### src/rtl/ibus_dbus_arbiter_pkg.sv
// ---------------------------------------------------------------------------
// ibus_dbus_arbiter_pkg
//   Shared types for the fetch/memory-stage arbiter slice: request/response
//   bus structs, arbiter state and owner encodings, and the constants used
//   to widen an ibus fetch into a downstream (dbus-shaped) request.
// ---------------------------------------------------------------------------
package ibus_dbus_arbiter_pkg;

  typedef logic [31:0] addr_t;
  typedef logic [31:0] word_t;
  typedef logic [3:0]  strobe_t;

  typedef enum logic [2:0] {
    MSIZE1 = 3'b000,
    MSIZE2 = 3'b001,
    MSIZE4 = 3'b010
  } msize_t;

  typedef struct packed {
    logic  valid;
    addr_t addr;
  } ibus_req_t;

  typedef struct packed {
    logic  addr_ok;
    logic  data_ok;
    word_t data;
  } ibus_resp_t;

  typedef struct packed {
    logic    valid;
    addr_t   addr;
    msize_t  size;
    strobe_t strobe;
    word_t   data;
  } dbus_req_t;

  typedef struct packed {
    logic  addr_ok;
    logic  data_ok;
    word_t data;
  } dbus_resp_t;

  typedef enum logic [1:0] {
    ARB_IDLE = 2'd0,
    ARB_ADDR = 2'd1,
    ARB_DATA = 2'd2
  } arb_state_t;

  typedef enum logic {
    OWN_I = 1'b0,
    OWN_D = 1'b1
  } arb_owner_t;

  // A fetch is always a full-word read: no byte enables, no write data.
  localparam msize_t  IBUS_MSIZE  = MSIZE4;
  localparam strobe_t IBUS_STROBE = 4'b0000;
  localparam word_t   IBUS_WDATA  = 32'h0000_0000;

  // Widen a fetch request into the downstream request shape.
  function automatic dbus_req_t ibus_to_dbus(input ibus_req_t req);
    dbus_req_t m;
    m.valid  = req.valid;
    m.addr   = req.addr;
    m.size   = IBUS_MSIZE;
    m.strobe = IBUS_STROBE;
    m.data   = IBUS_WDATA;
    return m;
  endfunction

  // The requester on the other side of the arbiter.
  function automatic arb_owner_t other_side(input arb_owner_t side);
    arb_owner_t o;
    if (side == OWN_D) begin
      o = OWN_I;
    end else begin
      o = OWN_D;
    end
    return o;
  endfunction

endpackage

### src/rtl/ibus_dbus_arbiter_arb_pick.sv
// ---------------------------------------------------------------------------
// arb_pick
//   Purely combinational two-way winner selection, kept separate so a later
//   uncached/cached port split can reuse it.
//   Ports:
//     i_valid     in   fetch side is requesting
//     d_valid     in   memory-stage side is requesting
//     last_winner in   side that completed most recently (round robin only)
//     winner      out  chosen side (meaningful only when any=1)
//     any         out  at least one side is requesting
// ---------------------------------------------------------------------------
module arb_pick
  import ibus_dbus_arbiter_pkg::*;
#(
  parameter bit ROUND_ROBIN = 1'b0,
  parameter bit DBUS_FIRST  = 1'b1
) (
  input  logic       i_valid,
  input  logic       d_valid,
  input  arb_owner_t last_winner,
  output arb_owner_t winner,
  output logic       any
);

  localparam arb_owner_t FIXED_WINNER = DBUS_FIRST ? OWN_D : OWN_I;

  // Resolve a single requester directly; only a tie consults the policy.
  always_comb begin
    winner = FIXED_WINNER;
    any    = i_valid | d_valid;
    case ({i_valid, d_valid})
      2'b11: begin
        if (ROUND_ROBIN) begin
          winner = other_side(last_winner);
        end else begin
          winner = FIXED_WINNER;
        end
      end
      2'b10:   winner = OWN_I;
      2'b01:   winner = OWN_D;
      2'b00:   winner = FIXED_WINNER;
      default: winner = FIXED_WINNER;
    endcase
  end

endmodule

### src/rtl/ibus_dbus_arbiter_chk.sv
// ---------------------------------------------------------------------------
// ibus_dbus_arbiter_chk
//   Protocol invariants of the arbiter, kept apart from the datapath.
//   Ports:
//     clk, reset   clock and synchronous active-high reset
//     state        arbiter state register
//     i_data_ok    completion forwarded to the fetch side
//     d_data_ok    completion forwarded to the memory-stage side
//     m_valid      downstream request valid
//     m_addr_ok    downstream address accept
//     m_data_ok    downstream completion
// ---------------------------------------------------------------------------
module ibus_dbus_arbiter_chk
  import ibus_dbus_arbiter_pkg::*;
(
  input logic       clk,
  input logic       reset,
  input arb_state_t state,
  input logic       i_data_ok,
  input logic       d_data_ok,
  input logic       m_valid,
  input logic       m_addr_ok,
  input logic       m_data_ok
);

  // Only one requester may see a completion in any cycle.
  a_one_data_ok: assert property (@(posedge clk) disable iff (reset)
    !(i_data_ok && d_data_ok));

  // No new request leaves while the single outstanding one is in flight.
  a_no_req_in_data: assert property (@(posedge clk) disable iff (reset)
    (state == ARB_DATA) |-> !m_valid);

  // A completion only arrives for an accepted address.
  a_data_ok_legal: assert property (@(posedge clk) disable iff (reset)
    m_data_ok |-> ((state == ARB_DATA) || m_addr_ok));

endmodule

### src/rtl/ibus_dbus_arbiter.sv
// ---------------------------------------------------------------------------
// ibus_dbus_arbiter
//   Shares one downstream memory port between the fetch bus (ibus) and the
//   memory-stage bus (dbus). One transaction outstanding at a time; the
//   owner is locked from grant until its data_ok. Grant in ARB_IDLE is
//   combinational, so a request reaches mreq in the cycle it is raised.
//   Ports:
//     clk    in   clock
//     reset  in   synchronous, active-high reset
//     ireq   in   fetch request {valid, addr}
//     iresp  out  fetch response {addr_ok, data_ok, data}
//     dreq   in   memory-stage request {valid, addr, size, strobe, data}
//     dresp  out  memory-stage response {addr_ok, data_ok, data}
//     mreq   out  downstream request
//     mresp  in   downstream response
// ---------------------------------------------------------------------------
module ibus_dbus_arbiter
  import ibus_dbus_arbiter_pkg::*;
#(
  parameter bit ROUND_ROBIN = 1'b0,
  parameter bit DBUS_FIRST  = 1'b1
) (
  input  logic       clk,
  input  logic       reset,
  input  ibus_req_t  ireq,
  output ibus_resp_t iresp,
  input  dbus_req_t  dreq,
  output dbus_resp_t dresp,
  output dbus_req_t  mreq,
  input  dbus_resp_t mresp
);

  // last_winner starts on the non-favoured side so the favoured side takes
  // the first round-robin tie.
  localparam arb_owner_t RESET_LAST_WINNER = DBUS_FIRST ? OWN_I : OWN_D;

  arb_state_t state_r;
  arb_state_t next_state_s;
  arb_owner_t owner_r;
  arb_owner_t next_owner_s;
  arb_owner_t last_winner_r;
  arb_owner_t next_last_winner_s;

  arb_owner_t winner_s;
  arb_owner_t sel_owner_s;
  logic       any_s;
  logic       sel_valid_s;
  logic       fwd_addr_ok_s;
  logic       fwd_data_ok_s;
  dbus_req_t  ibus_as_dbus_s;

  arb_pick #(
    .ROUND_ROBIN (ROUND_ROBIN),
    .DBUS_FIRST  (DBUS_FIRST)
  ) u_pick (
    .i_valid     (ireq.valid),
    .d_valid     (dreq.valid),
    .last_winner (last_winner_r),
    .winner      (winner_s),
    .any         (any_s)
  );

  // Side currently steering the downstream port and its live valid.
  always_comb begin
    ibus_as_dbus_s = ibus_to_dbus(ireq);
    if (state_r == ARB_IDLE) begin
      sel_owner_s = winner_s;
    end else begin
      sel_owner_s = owner_r;
    end
    if (sel_owner_s == OWN_D) begin
      sel_valid_s = dreq.valid;
    end else begin
      sel_valid_s = ireq.valid;
    end
  end

  // Handshake qualified for the selected side; addr_ok is meaningless once
  // the address has been accepted.
  always_comb begin
    fwd_addr_ok_s = 1'b0;
    fwd_data_ok_s = 1'b0;
    case (state_r)
      ARB_IDLE, ARB_ADDR: begin
        fwd_addr_ok_s = sel_valid_s & mresp.addr_ok;
        fwd_data_ok_s = sel_valid_s & mresp.data_ok;
      end
      ARB_DATA: begin
        fwd_addr_ok_s = 1'b0;
        fwd_data_ok_s = mresp.data_ok;
      end
      default: begin
        fwd_addr_ok_s = 1'b0;
        fwd_data_ok_s = 1'b0;
      end
    endcase
  end

  // Downstream request and upstream responses; all quiet while in reset.
  always_comb begin
    mreq  = '0;
    iresp = '0;
    dresp = '0;
    if (!reset) begin
      if (sel_owner_s == OWN_D) begin
        mreq = dreq;
      end else begin
        mreq = ibus_as_dbus_s;
      end
      // Requesters keep valid high through the data wait; do not reissue.
      if (state_r == ARB_DATA) begin
        mreq.valid = 1'b0;
      end else begin
        mreq.valid = sel_valid_s;
      end
      iresp.data = mresp.data;
      dresp.data = mresp.data;
      if (sel_owner_s == OWN_D) begin
        dresp.addr_ok = fwd_addr_ok_s;
        dresp.data_ok = fwd_data_ok_s;
      end else begin
        iresp.addr_ok = fwd_addr_ok_s;
        iresp.data_ok = fwd_data_ok_s;
      end
    end else begin
      mreq  = '0;
      iresp = '0;
      dresp = '0;
    end
  end

  // Next-state, ownership lock and round-robin history.
  always_comb begin
    next_state_s       = state_r;
    next_owner_s       = owner_r;
    next_last_winner_s = last_winner_r;
    case (state_r)
      ARB_IDLE: begin
        if (any_s && fwd_addr_ok_s && fwd_data_ok_s) begin
          next_state_s       = ARB_IDLE;
          next_last_winner_s = winner_s;
        end else if (any_s && fwd_addr_ok_s) begin
          next_state_s = ARB_DATA;
          next_owner_s = winner_s;
        end else if (any_s) begin
          next_state_s = ARB_ADDR;
          next_owner_s = winner_s;
        end else begin
          next_state_s = ARB_IDLE;
        end
      end
      ARB_ADDR: begin
        // A withdrawn request never reached the downstream: just release.
        if (!sel_valid_s) begin
          next_state_s = ARB_IDLE;
        end else if (fwd_addr_ok_s && fwd_data_ok_s) begin
          next_state_s       = ARB_IDLE;
          next_last_winner_s = owner_r;
        end else if (fwd_addr_ok_s) begin
          next_state_s = ARB_DATA;
        end else begin
          next_state_s = ARB_ADDR;
        end
      end
      ARB_DATA: begin
        if (fwd_data_ok_s) begin
          next_state_s       = ARB_IDLE;
          next_last_winner_s = owner_r;
        end else begin
          next_state_s = ARB_DATA;
        end
      end
      default: begin
        next_state_s = ARB_IDLE;
      end
    endcase
  end

  // State registers; reset drops any ownership along with the downstream.
  always_ff @(posedge clk) begin
    if (reset) begin
      state_r       <= ARB_IDLE;
      owner_r       <= OWN_D;
      last_winner_r <= RESET_LAST_WINNER;
    end else begin
      state_r       <= next_state_s;
      owner_r       <= next_owner_s;
      last_winner_r <= next_last_winner_s;
    end
  end

  ibus_dbus_arbiter_chk u_chk (
    .clk       (clk),
    .reset     (reset),
    .state     (state_r),
    .i_data_ok (iresp.data_ok),
    .d_data_ok (dresp.data_ok),
    .m_valid   (mreq.valid),
    .m_addr_ok (mresp.addr_ok),
    .m_data_ok (mresp.data_ok)
  );

endmodule

### config.mk
export PLATFORM = sky130hd
export DESIGN_NAME = ibus_dbus_arbiter
export DESIGN_NICKNAME = d
export VERILOG_FILES = /design/src/rtl/ibus_dbus_arbiter_pkg.sv /design/src/rtl/ibus_dbus_arbiter_arb_pick.sv /design/src/rtl/ibus_dbus_arbiter_chk.sv /design/src/rtl/ibus_dbus_arbiter.sv
export SDC_FILE = /design/constraint.sdc
export NUM_CORES = 1
export LEC_CHECK = 0
export ABC_AREA = 1
export BUFFER_PORTS_ARGS = -buffer_cell sky130_fd_sc_hd__buf_2
export CAP_MARGIN = 20
export CORE_AREA = 2 2 110 112
export CTS_CLUSTER_SIZE = 20
export DETAILED_ROUTE_END_ITERATION = 8
export DIE_AREA = 0 0 112 114
export RECOVER_POWER = 50
export SLEW_MARGIN = 10
export SYNTH_ARGS = -nofsm -noshare
export SYNTH_HDL_FRONTEND = slang
export SYNTH_HIERARCHICAL = 1
export SYNTH_SLANG_ARGS = --single-unit
### constraint.sdc
create_clock -name clk -period 2.4 [get_ports clk]
set_input_delay 0.6 -clock clk [delete_from_list [all_inputs] [get_ports clk]]
set_output_delay 0.6 -clock clk [all_outputs]
set_load 0.01 [all_outputs]
* Word level (Yosys, flattened, before mapping)
Index checks and enable logic that the tools add are counted.
Storage, ports and cells: register bits after elaboration 3, bits in latches 0, memory bits (writable) 0, memory bits (read-only) 0, input port bits 141, output and inout port bits 140, word-level logic and storage cells 42, memories 0
Operators by class: $add $sub $neg 0, $mul 0, divide/modulo/power cells 0, magnitude comparators 0, equal/unequal tests 5, shift-type cells 0, muxes and demuxes 22, bitwise operators 4, reduce and logical (&&, ||, !) cells 9
Operators by type and width (count):
- 72-bit 2-to-1 mux | 1
- 71-bit 2-to-1 mux | 1
- 34-bit 2-to-1 mux | 2
- 2-bit 2-to-1 mux | 8
- 1-bit 2-to-1 mux | 7
- 2-bit == test (second input constant) | 3
- 2-bit one-hot mux with 3 select lines | 1
- 2-bit by 1-bit == test with 1-bit output (second input constant) | 2
- 2-bit logical NOT | 2
- 1-bit one-hot mux with 2 select lines | 2
- 1-bit logical AND | 3
- 3-bit AND reduction | 1
- 3-bit OR reduction | 1
- 1-bit bitwise AND | 2
- 2-bit nonzero test | 1
- 2-bit OR reduction | 1
- 1-bit inverter | 1
- 1-bit bitwise OR | 1

* Logic depth before layout (Yosys ltp)
depth after elaboration 11, gate-level depth with buffers 12, depth with buffers taken out 12

* Hierarchy
Netlist, hierarchy kept.
Modules (own cells, without submodules):
- ibus_dbus_arbiter | instances 1, cells each 359, area each 1695.4 um^2, seq. area each 80.1 um^2
- arb_pick | instances 1, cells each 4, area each 15.0 um^2, seq. area each 0.0 um^2

* Worst setup path after synthesis
Ideal clock, no wire load.
kind input port to output port, start point input dreq[71] (netlist bit), end point output mreq[41] (netlist bit), arrival time 1488 ps, required time 1800 ps, slack 312 ps, stages on the path 9, buffers on the path 1, path through inv_1 -> nand2_1 -> inv_1 -> nand2_1 -> nand2_2 -> inv_2 -> buf_2 -> nand2_1 -> a21oi_1
RTL lines:
- from (decl) | line ibus_dbus_arbiter.sv:27 | input dbus_req_t dreq,
- to (decl) | line ibus_dbus_arbiter.sv:29 | output dbus_req_t mreq,

==> metrics.txt <==
port bufs 280; total CTS buffers 3; # placed instances 741; Setup CP Type reg2out; largest net degree at the start of global routing 53; share of layout cells above drive strength 1 0.422; Post-CTS Setup Inserts 0; count of final setup violators 0; total die area 12800 sq um; Worst-Margin Slew 0.724 ns; Routed Wire Length 7790 um; slew margin rel. 0.517; type of the worst min-delay path reg2reg; number of cell rows 40; area of the core 11700 sq um; final hold violation count 0; cells after synthesis 352; Post-Layout Cell Count 747; hpwl dp 6430 um; final hold slack 0.518 ns; post-DR wirelength/cell 10.4 um; total gr overflow 0; clock sink total 3; Starting Density 0.140; max-slew violations 0; number of global-route vias before repair 2282; CP arrival 1.70 ns; ratio of final minimum period to clock period 0.957; I/O pins 281; Die Ht 114 um; Util after Layout 0.268; crit-path max FO 21; first-pass GRT wire length 11200 um; detailed-route via count 2731; die width 112 um; Required @ worst endpoint 1.80 ns; CTS tree done; Post-Syn Area 1650 sq um; # DRC 0; Total Routing Usage GR 0.105; hold_buf cts 0; RSZ-0062 raised after global routing false; Clock transition at path regs 0.03 ns; Routed Antenna Nets 0; area delta synth->final 90.9%; Power, Total 1.16 mW; Leakage 2.10 nW; vias per std cell 3.66; Max Cap Violations 0; htree depth 1; clk_skew 0.00102 ns; Clock Path Buffers 2; YS warnings 6; Fmax 436 MHz; status finished clean; CP Capture Type output port; Filler cells 1381; clock latency on the worst-skew pair 0.22 ns; gp weighted congestion 0.746; crit path time final 2.30 ns; maximum VDD drop 0.512 mV; Worst Setup Start Kind flop; PwrDens 368 nW/um^2; initial drt markers 73; nets 745; initial antenna violation count 2; DR pass1 iterations 4; Synthesized Nets 497; Mean Syn Cell Area 4.67 sq um; root buffer cell clkbuf_16
==> routing by layer <==
| layer | up-vias | global-route usage | part of all wire | wire length [um] |
|---|---|---|---|---|
| met5 | - | 0 | 0.0015 | 12 |
| met4 | 2 | 0.0122 | 0.0015 | 12 |
| met3 | 4 | 0.0234 | 0.089 | 696 |
| met2 | 120 | 0.184 | 0.49 | 3800 |
| met1 | 1144 | 0.137 | 0.42 | 3280 |
| li1 | 1461 | - | - | - |
==> worst max-delay path, stage by stage, from the launching register on <==
cell and delay [ns]:
dfxtp_1 0.36, inv_2 0.07, ha_4 0.17, inv_2 0.08, nand2_4 0.07, nand2_4 0.12, buf_12 0.17, nand2_1 0.08
a21oi_1 0.18, buf_2 0.16
==> flip-flops by register name, summed over array words and instances (netlist names) <==
signal,count
state_r,2
owner_r,1
==> path summary, 6_finish.rpt <==
check	startpoint	endpoint	slack, ns	cells after the start
setup / recovery	state_r[0]	mreq[51]	0.10	9
hold reg to reg	owner_r	owner_r	0.52	2
hold / removal	owner_r	owner_r	0.52	2
setup reg to reg	state_r[0]	owner_r	0.82	11
==> cell usage in the layout, fill, tap and decap left out, drive strengths merged <==
| master | n |
|---|---|
| nand4 | 1 |
| nand2 | 85 |
| buf | 228 |
| ha | 4 |
| clkbuf | 68 |
| dfxtp | 3 |
| a21oi | 34 |
| o21ai | 1 |
| nor2 | 77 |
| o211ai | 1 |
| nor3 | 1 |
| diode | 1 |
| nand3 | 6 |
| inv | 90 |
==> repair_timing <==
item	CTS	global route
cloned	1	0
setup endpoints to repair	60	33
gates resized for setup	11	14
pin swaps	0	3
==> through the flow <==
stage / TNS (ns) / cell area (sq um) / setup slack (ns)
after floorplan: 0 / 1650 / 0.329
after global placement: -0.123 / 3050 / -0.0910
after detailed placement: -0.0957 / 3050 / -0.0796
after CTS: 0 / 3200 / 0.0123
after global routing: 0 / 3140 / 0.00334
final: 0 / 3140 / 0.104
==> where the power goes <==
part / internal, mW / switching, mW / total [mW]
registers: 0.0580 / 0.00650 / 0.0645
clock network: 0.219 / 0.0459 / 0.265
logic: 0.355 / 0.471 / 0.826
total: 0.632 / 0.523 / 1.16
==> cell type report <==
| class | instances | area, sq um | area share |
|---|---|---|---|
| antenna | 1 | 2.50 | 0.000797 |
| clock buffer | 4 | 78.8 | 0.0251 |
| inverter | 90 | 343 | 0.109 |
| multi-input combinational | 210 | 973 | 0.310 |
| sequential | 3 | 60.1 | 0.0191 |
| tap | 147 | 184 | 0.0586 |
| timing repair buffer | 292 | 1500 | 0.477 |
Power figures use the tool's default switching activity.
